## config.mk

```make
export PLATFORM = sky130hd
export DESIGN_NAME = load_extend_unit_flat
export DESIGN_NICKNAME = d
export VERILOG_FILES = /design/src/rtl/load_extend_unit_pkg.sv /design/src/rtl/load_extend_unit_if.sv /design/src/rtl/load_extend_unit_extend_core.sv /design/src/rtl/load_extend_unit.sv /design/src/flat_wrapper.sv
export SDC_FILE = /design/constraint.sdc
export NUM_CORES = 1
export LEC_CHECK = 0
export BUFFER_PORTS_ARGS = -buffer_cell sky130_fd_sc_hd__buf_4
export CORE_UTILIZATION = 45
export DETAILED_ROUTE_END_ITERATION = 8
export PLACE_DENSITY = 0.72
export SLEW_MARGIN = 20
export SYNTH_ARGS = -nofsm -noshare
export SYNTH_HDL_FRONTEND = slang
export SYNTH_SLANG_ARGS = --single-unit
```

## constraint.sdc

```tcl
create_clock -name clk -period 3.7 [get_ports clk]
set_clock_uncertainty 0.05 [all_clocks]
set_input_delay 0.37 -clock clk [delete_from_list [all_inputs] [get_ports clk]]
set_output_delay 0.37 -clock clk [all_outputs]
set_load 0.01 [all_outputs]
```

## src/rtl/load_extend_unit_pkg.sv

```systemverilog
// Shared load-size encodings and the alignment rule used by the load extend unit.
package load_extend_unit_pkg;

  typedef enum logic [1:0] {
    LSIZE_BYTE  = 2'd0,
    LSIZE_HALF  = 2'd1,
    LSIZE_WORD  = 2'd2,
    LSIZE_DWORD = 2'd3
  } lsize_e;

  // True when the byte offset is not a multiple of the access size.
  function automatic logic off_fault(logic [2:0] off, logic [1:0] size);
    case (size)
      LSIZE_BYTE: return 1'b0;
      LSIZE_HALF: return off[0];
      LSIZE_WORD: return |off[1:0];
      default:    return |off;
    endcase
  endfunction

endpackage

```

## src/rtl/load_extend_unit_if.sv

```systemverilog
// Request/response bundle between memory read return and writeback.
interface load_extend_unit_if #(
  parameter int DATA_WIDTH = 32,
  parameter int TAG_WIDTH  = 5
);
  localparam int OFF_WIDTH = $clog2(DATA_WIDTH/8);

  logic                  in_valid;
  logic                  in_ready;
  logic [DATA_WIDTH-1:0] in_data;
  logic [OFF_WIDTH-1:0]  in_offset;
  logic [1:0]            in_size;
  logic                  in_signed;
  logic [TAG_WIDTH-1:0]  in_tag;
  logic                  out_valid;
  logic                  out_ready;
  logic [DATA_WIDTH-1:0] out_data;
  logic [TAG_WIDTH-1:0]  out_tag;
  logic                  out_misaligned;

  modport slave (
    input  in_valid, in_data, in_offset, in_size, in_signed, in_tag, out_ready,
    output in_ready, out_valid, out_data, out_tag, out_misaligned
  );

  modport master (
    output in_valid, in_data, in_offset, in_size, in_signed, in_tag, out_ready,
    input  in_ready, out_valid, out_data, out_tag, out_misaligned
  );

endinterface

```

## src/rtl/load_extend_unit_extend_core.sv

```systemverilog
// Combinational field extraction and sign/zero extension with misalignment detection.
module load_extend_unit_extend_core
  import load_extend_unit_pkg::*;
#(
  parameter int DATA_WIDTH = 32,
  localparam int OFF_WIDTH = $clog2(DATA_WIDTH/8)
) (
  input  logic [DATA_WIDTH-1:0] data_i,
  input  logic [OFF_WIDTH-1:0]  offset_i,
  input  logic [1:0]            size_i,
  input  logic                  signed_i,
  output logic [DATA_WIDTH-1:0] result_o,
  output logic                  misaligned_o
);

  logic [DATA_WIDTH-1:0] shifted;
  logic [DATA_WIDTH-1:0] mask;
  logic                  sign_bit;
  logic                  too_wide;
  logic                  mis;

  assign shifted = data_i >> {offset_i, 3'b000};

  // A full-width mask makes ~mask zero, so full-width loads ignore signed_i.
  always_comb begin
    mask     = '1;
    sign_bit = shifted[DATA_WIDTH-1];
    too_wide = 1'b0;
    case (size_i)
      LSIZE_BYTE: begin
        mask     = DATA_WIDTH'(8'hff);
        sign_bit = shifted[7];
      end
      LSIZE_HALF: begin
        mask     = DATA_WIDTH'(16'hffff);
        sign_bit = shifted[15];
      end
      LSIZE_WORD: begin
        mask     = DATA_WIDTH'(32'hffff_ffff);
        sign_bit = shifted[31];
      end
      default: too_wide = (DATA_WIDTH < 64);
    endcase
    mis = too_wide | off_fault(3'(offset_i), size_i);
    if (mis) result_o = '0;
    else     result_o = (shifted & mask) | ((signed_i & sign_bit) ? ~mask : '0);
    misaligned_o = mis;
  end

endmodule

```

## src/rtl/load_extend_unit.sv

```systemverilog
// Load extend unit: extend_core followed by a two-entry main/skid output pipeline.
module load_extend_unit
  import load_extend_unit_pkg::*;
#(
  parameter int DATA_WIDTH = 32,
  parameter int TAG_WIDTH  = 5
) (
  input logic                clk,
  input logic                reset,
  input logic                flush,
  load_extend_unit_if.slave  bus
);

  typedef struct packed {
    logic [DATA_WIDTH-1:0] data;
    logic [TAG_WIDTH-1:0]  tag;
    logic                  mis;
  } entry_t;

  entry_t main_q, main_d, skid_q, skid_d, in_entry;
  logic   main_valid_q, main_valid_d, skid_valid_q, skid_valid_d;
  logic   accept, drain;

  load_extend_unit_extend_core #(.DATA_WIDTH(DATA_WIDTH)) u_core (
    .data_i       (bus.in_data),
    .offset_i     (bus.in_offset),
    .size_i       (bus.in_size),
    .signed_i     (bus.in_signed),
    .result_o     (in_entry.data),
    .misaligned_o (in_entry.mis)
  );
  assign in_entry.tag = bus.in_tag;

  assign bus.in_ready       = ~skid_valid_q;
  assign bus.out_valid      = main_valid_q;
  assign bus.out_data       = main_q.data;
  assign bus.out_tag        = main_q.tag;
  assign bus.out_misaligned = main_q.mis;

  assign accept = bus.in_valid & ~skid_valid_q & ~flush;
  assign drain  = main_valid_q & bus.out_ready;

  // The skid is only ever filled while main is held, so an input can never
  // arrive in the same cycle the skid moves into main.
  always_comb begin
    main_d       = main_q;
    skid_d       = skid_q;
    main_valid_d = main_valid_q;
    skid_valid_d = skid_valid_q;
    if (flush) begin
      main_valid_d = 1'b0;
      skid_valid_d = 1'b0;
    end else if (!main_valid_q || drain) begin
      if (skid_valid_q) begin
        main_d       = skid_q;
        main_valid_d = 1'b1;
        skid_valid_d = 1'b0;
      end else if (accept) begin
        main_d       = in_entry;
        main_valid_d = 1'b1;
      end else begin
        main_valid_d = 1'b0;
      end
    end else if (accept) begin
      skid_d       = in_entry;
      skid_valid_d = 1'b1;
    end
  end

  always_ff @(posedge clk or posedge reset) begin
    if (reset) begin
      main_q       <= '0;
      skid_q       <= '0;
      main_valid_q <= 1'b0;
      skid_valid_q <= 1'b0;
    end else begin
      main_q       <= main_d;
      skid_q       <= skid_d;
      main_valid_q <= main_valid_d;
      skid_valid_q <= skid_valid_d;
    end
  end

endmodule

```

## src/flat_wrapper.sv

```systemverilog
// flat-port wrapper written by rule: the top's interface ports become plain ports
module load_extend_unit_flat import load_extend_unit_pkg::*;
#(
  parameter int DATA_WIDTH = 32,
  parameter int TAG_WIDTH  = 5
)
  (clk, reset, flush, bus_in_valid, bus_in_data, bus_in_offset, bus_in_size, bus_in_signed, bus_in_tag, bus_out_ready, bus_in_ready, bus_out_valid, bus_out_data, bus_out_tag, bus_out_misaligned);
  load_extend_unit_if #(.DATA_WIDTH(DATA_WIDTH), .TAG_WIDTH(TAG_WIDTH)) bus_i ();
  input logic clk;
  input logic reset;
  input logic flush;
  input wire logic [$bits(bus_i.in_valid)-1:0] bus_in_valid;
  input wire logic [$bits(bus_i.in_data)-1:0] bus_in_data;
  input wire logic [$bits(bus_i.in_offset)-1:0] bus_in_offset;
  input wire logic [$bits(bus_i.in_size)-1:0] bus_in_size;
  input wire logic [$bits(bus_i.in_signed)-1:0] bus_in_signed;
  input wire logic [$bits(bus_i.in_tag)-1:0] bus_in_tag;
  input wire logic [$bits(bus_i.out_ready)-1:0] bus_out_ready;
  output wire logic [$bits(bus_i.in_ready)-1:0] bus_in_ready;
  output wire logic [$bits(bus_i.out_valid)-1:0] bus_out_valid;
  output wire logic [$bits(bus_i.out_data)-1:0] bus_out_data;
  output wire logic [$bits(bus_i.out_tag)-1:0] bus_out_tag;
  output wire logic [$bits(bus_i.out_misaligned)-1:0] bus_out_misaligned;
  assign bus_i.in_valid = bus_in_valid;
  assign bus_i.in_data = bus_in_data;
  assign bus_i.in_offset = bus_in_offset;
  assign bus_i.in_size = bus_in_size;
  assign bus_i.in_signed = bus_in_signed;
  assign bus_i.in_tag = bus_in_tag;
  assign bus_i.out_ready = bus_out_ready;
  assign bus_in_ready = bus_i.in_ready;
  assign bus_out_valid = bus_i.out_valid;
  assign bus_out_data = bus_i.out_data;
  assign bus_out_tag = bus_i.out_tag;
  assign bus_out_misaligned = bus_i.out_misaligned;
  load_extend_unit #(.DATA_WIDTH(DATA_WIDTH), .TAG_WIDTH(TAG_WIDTH)) u_core (.clk(clk), .reset(reset), .flush(flush), .bus(bus_i));
endmodule
```

# After elaboration in Yosys (flattened, before gate mapping)
# Cells that the tools add are included.
dict set report op_classes {
  n_addsub 0
  div_mod_pow 0
  n_bitwise 11
  muxes 15
  reduce_logical 10
  mul 0
  n_shift 1
  eq_ne 2
  n_lt_le_gt_ge 0
}
# cell count
set ops {}
lappend ops {{38-bit two-way mux} 2}
lappend ops {{32-bit two-way mux} 2}
lappend ops {{32-bit one-hot mux with 2 select lines} 1}
lappend ops {{32-bit bitwise AND} 1}
lappend ops {{32-bit inverter} 1}
lappend ops {{32-bit OR} 1}
lappend ops {{32-bit by 5-bit >> shifter with 32-bit output} 1}
lappend ops {{1-bit two-way mux} 8}
lappend ops {{3-bit AND reduction} 2}
lappend ops {{1-bit bitwise AND} 4}
lappend ops {{1-bit one-hot mux with 2 select lines} 2}
lappend ops {{2-bit nonzero test} 2}
lappend ops {{1-bit inverter} 3}
lappend ops {{3-bit nonzero test} 1}
lappend ops {{3-bit OR reduction} 1}
lappend ops {{2-bit by 1-bit == test with 1-bit output (second input constant)} 1}
lappend ops {{2-bit == test (second input constant)} 1}
lappend ops {{2-bit logical NOT} 1}
lappend ops {{2-bit OR reduction} 1}
lappend ops {{1-bit logical NOT} 1}
lappend ops {{1-bit logical OR} 1}
lappend ops {{1-bit OR} 1}
dict set report totals {
  ramBits 0
  mem_bits_ro 0
  output_inout_bits 40
  latchBits 0
  word_cells 47
  ff_bits 78
  input_bits 47
  mem_count 0
}

# Depth between registers and ports, before layout
dict set report logic_depth {
  ltp_word 8
  ltp_mapped 8
  depth_no_buf 4
}

# Cells and area by module
# From an unflattened synthesis, not the netlist that was laid out.
dict set report hier_totals {
  hier_cells 329
  hier_area_um2 4229.1
}
# module area_each_um2 instances cells_per_inst seq_area_each_um2
set by_module_without_submodules {}
lappend by_module_without_submodules {load_extend_unit 3459.6 1 213 1951.9}
lappend by_module_without_submodules {load_extend_unit_extend_core 769.5 1 116 0.0}

# Worst setup path before layout
# Ideal clock, no wire load.
dict set report synth_timing {
  path_kind {input port to flip-flop}
  startpoint {in bus_in_offset[0]}
  endpoint {reg u_core.main_q (netlist bit u_core.bus.out_data[21])}
  setup_time_ns 0.128
  cell_stages 6
  t_required_ns 3.522
  arrival_ns 1.491
  path_buffers 2
  setup_slack_ns 2.031
  path_cell_list {buf_2 -> and4b_1 -> a211o_1 -> a21oi_4 -> buf_6 -> a211oi_2}
}
dict set report synth_between {
  elab_chain_len 8
  word_cells_on_any_way 12
  classes_between {shift (1); mux (6); bitwise (4); reduce/logical (1)}
}
# element line_no
set synth_lines {}
lappend synth_lines {{start: declaration} flat_wrapper.sv:14} ;# input wire logic [$bits(bus_i.in_offset)-1:0] bus_in_offset;
lappend synth_lines {{32-bit by 5-bit >> shifter with 32-bit output} load_extend_unit_extend_core.sv:22} ;# assign shifted = data_i >> {offset_i, 3'b000};
lappend synth_lines {{1-bit one-hot mux with 2 select lines} load_extend_unit_extend_core.sv:29} ;# case (size_i)
lappend synth_lines {{1-bit bitwise AND} load_extend_unit_extend_core.sv:46} ;# else result_o = (shifted & mask) | ((signed_i & sign_bit) ? ~mask : '0);
lappend synth_lines {{32-bit two-way mux} load_extend_unit_extend_core.sv:46}
lappend synth_lines {{32-bit OR} load_extend_unit_extend_core.sv:46}
lappend synth_lines {{32-bit two-way mux *} load_extend_unit_extend_core.sv:45} ;# if (mis) result_o = '0;
lappend synth_lines {{38-bit two-way mux *} load_extend_unit.sv:58} ;# end else if (accept) begin
lappend synth_lines {{38-bit two-way mux *} load_extend_unit.sv:54} ;# if (skid_valid_q) begin
lappend synth_lines {{end signal: assignment} load_extend_unit.sv:77} ;# main_q <= main_d;
lappend synth_lines {{end: declaration} load_extend_unit.sv:20} ;# entry_t main_q, main_d, skid_q, skid_d, in_entry;
# Mark *: on every way between the ends. The rest lies on a longest branch, timed or not. The select of a mux whose other input is x is not followed.
# A chain may end at the register's enable or synchronous reset.

# Final worst setup path
dict set report layout_timing {
  startpoint {reg u_core.skid_valid_q}
  endpoint {out bus_in_ready}
}
dict set report layout_between {
  elab_chain_len 1
}
# element line_no
set layout_lines {}
lappend layout_lines {{start: declaration} load_extend_unit.sv:21} ;# logic main_valid_q, main_valid_d, skid_valid_q, skid_valid_d;
lappend layout_lines {{start signal: assignment} load_extend_unit.sv:80} ;# skid_valid_q <= skid_valid_d;
lappend layout_lines {{1-bit inverter} load_extend_unit.sv:34} ;# assign bus.in_ready = ~skid_valid_q;
lappend layout_lines {{end: declaration} flat_wrapper.sv:19} ;# output wire logic [$bits(bus_i.in_ready)-1:0] bus_in_ready;
# Every way passes these cells.

==> key figures <==
Status
  • Status: complete, no violations

Route
  • Vias: 3364
  • DRC errors left: 0
  • Final ANT Viol Nets: 0
  • WL/cell: 17.7 um
  • Post-Route WL: 10400 um
  • Number of DRC markers in iteration 0: 229
  • Vias per inst: 5.73
  • Pre-antenna DRT Iters: 5

Floorplan
  • Die Y: 95.2 um
  • Chip Width: 95.2 um
  • Core Box Area: 8300 um2
  • # IOs: 87
  • Die area: 9060 um2
  • Starting density of the core: 47.1%
  • # rows: 33

Critical path
  • CP required: 3.28 ns
  • Worst r2r path cells: 6
  • R2R Setup Slk: 1.48 ns
  • Slowest cell on crit path: clkinv_1
  • CP Data Arrival Time: 2.17 ns
  • Worst reg2reg path endpoint: u_core.bus.out_data[20]
  • Critical-path cell list: buf_4 -> clkinv_1 -> buf_4
  • Critical Path End Type: output port
  • Cell family with most CP delay: buffers and inverters
  • Startpoint types: register
  • Max FO, Critical Path: 27
  • Crit path buffers/inverters: 3
  • Worst R2R Start: u_core.skid_valid_q
  • Crit-path max cell delay: 0.76 ns
  • CP dominant cell by count: buf_4
  • Worst Path Class, Setup: reg -> out

Logic synthesis
  • Syn_nets: 448
  • Unique masters post-synth: 43
  • Share of flip-flops with an asynchronous set or reset: 100%
  • Yosys Warn Count: 0
  • Sequential share of the synthesized area: 50.0%
  • Ys flop type: dfrtp_1
  • #FFs+latches synth: 78
  • Post-synth EDFFs: 0
  • Syn_area_per_cell: 9.74 um2
  • Mapped Cells: 401
  • Cell area after synthesis: 3910 um2

Timing
  • Worst Tran Pin Value: 0.851 ns
  • Slew headroom: 43.0%
  • Final Hold Viols: 0
  • Fmax: 0.385 GHz
  • Fin crit share: 70.1%
  • Final setup viols: 0
  • Setup TNS: 0 ns
  • RSZ-0062 raised after global routing: no
  • Worst Hold Margin: 0.0622 ns
  • Setup ws final: 1.11 ns
  • Minimum clock period: 2.59 ns
  • Fin. max-slew vios: 0

Place
  • Final HPWL DP: 7280 um
  • Gpl congestion: 0.912
  • Input/output buffers: 86
  • Place WS: 1.43 ns
  • Dpl cell area: 4600 um2

Global route
  • Initial antenna violation count: 0
  • Largest net degree at the start of global routing: 79
  • GRT Overall Usage: 24.1%
  • Global-route wire length before repair: 16300 um
  • Congestion Overflow GR: 0
  • Vias in the first global route: 3124

Final layout
  • Area grow syn2layout: 24.1%
  • Final Cell Area: 4850 um2
  • Layout cells sized above 1: 29.5%
  • Nets@finish: 524
  • ANT cells: 0

Clock network
  • Clock buffer depth: 2
  • H-tree level count: 3
  • Number of clock sinks: 78
  • Root buffer cell: clkbuf_8
  • CTS tree: done
  • # hold bufs at CTS: 0
  • Clock insertion delay at the later pin of the skew report: 0.35 ns
  • Num CTS Buffers: 9
  • Postcts setup bufs: 0
  • CTS clock-pin slew for the worst setup and hold paths: 0.08 ns
  • Resized Gates After CTS: 0

Power and ir drop
  • Cell leakage power: 2.14 nW
  • Cell Pwr Density: 492 nW/um2
  • Peak supply drop: 0.228 mV

Min path
  • Worst Hold Class: in -> async

Flow run
  • Max Cap Viol: 0
routing by layer:
metal | up-vias | track usage [%] | part of all wire (%)
met5 | - | 0 | 0
met4 | 0 | 8.59 | 2.0
met1 | 1636 | 35.2 | 44
li1 | 1567 | - | -
met2 | 143 | 36.1 | 46
met3 | 18 | 3.75 | 7.3
worst max path at each step:
stage / startpoint / endpoint / slack, ns / cells after the start
floorplan: reset / u_core.bus.out_data[0] / 1.28 / 1
global placement: bus_in_offset[1] / u_core.bus.out_data[19] / 1.48 / 5
detailed placement: bus_in_offset[1] / u_core.bus.out_data[17] / 1.43 / 5
CTS: u_core.skid_valid_q / bus_in_ready / 1.12 / 3
global route: u_core.skid_valid_q / bus_in_ready / 0.98 / 3
finish: u_core.skid_valid_q / bus_in_ready / 1.11 / 3
synthesized netlist by cell type, types with 2 or more instances:
cell	count	area (um2)
mux2_2	8	90.1
a211oi_1	5	37.5
o21a_1	2	15.0
inv_1	2	7.51
a211oi_2	10	125
clkinv_1	2	7.51
a21oi_4	2	32.5
mux4_2	4	90.1
nor3_1	16	80.1
a2bb2oi_1	8	70.1
clkbuf_1	14	52.6
buf_2	9	45.0
buf_6	4	45.0
a211o_1	2	17.5
dfrtp_1	78	1950
a31oi_1	8	50.1
nand2_1	75	282
nand3_1	17	85.1
o211ai_1	2	15.0
a21oi_1	33	165
o22ai_1	8	50.1
mux4_1	4	105
nor2_1	49	184
mux2i_1	5	50.1
o21ai_0	16	80.1
per-stage QoR:
| step | power, mW | std cells | util, % |
|---|---|---|---|
| after detailed placement | 1.65 | 571 | 55.5 |
| after global placement | 1.63 | 571 | 55.5 |
| after floorplan | 1.40 | 401 | - |
| after CTS | 2.40 | 587 | 58.4 |
| after global routing | 2.51 | 587 | 58.4 |
| final | 2.38 | 587 | 58.4 |
tightest hold or removal path: cells and delay by family:
family / cells / cell delay (ns)
buf+inv: 3 / 0.52
area by class of cell:
type	count	area [um2]
clock buffers	12	165
clock inverters	4	76.3
fillers	755	3450
inverters	4	15.0
multi-input cells	291	1800
flip-flops and latches	78	1950
well taps	105	131
repair buffers	93	711
power by group:
group / total [mW] / switching [mW] / internal [mW] / leakage [nW]
clock network: 0.757 / 0.319 / 0.438 / 0.119
registers: 1.11 / 0.0920 / 1.01 / 0.955
logic: 0.521 / 0.267 / 0.254 / 1.07
total: 2.38 / 0.679 / 1.71 / 2.14
sequential cells by signal, indices dropped and copies added (netlist names):
register	cells
u_core.bus.out_misaligned	1
u_core.skid_q	38
u_core.bus.out_data	32
u_core.bus.out_valid	1
u_core.skid_valid_q	1
u_core.bus.out_tag	5
kinds of logic (layout without fill, tap and decap cells):
logic type / count (synthesis) / count (layout) / synth area share [%]
compound gates: 100 / 100 / 18.0
buf+inv: 32 / 113 / 4.23
mux: 22 / 22 / 8.94
flops: 78 / 78 / 50.0
simple gates: 169 / 169 / 18.9
placed cells by master, fill, tap and decap left out, types with 2 or more instances in the layout:
cell type and count:
buf_4 92, dfrtp_1 78, nand2_1 75, nor2_1 49, a21oi_1 33, nand3_1 17
nor3_1 16, o21ai_0 16, clkbuf_8 12, a211oi_2 10, mux2_2 8, a2bb2oi_1 8
a31oi_1 8, o22ai_1 8, mux2i_1 5, a211oi_1 5, mux4_2 4, mux4_1 4
a211o_1 2, a21oi_4 2, clkinv_1 2, o21a_1 2, o211ai_1 2, bufinv_16 2
Note: power is estimated with default switching activity, not from simulation.
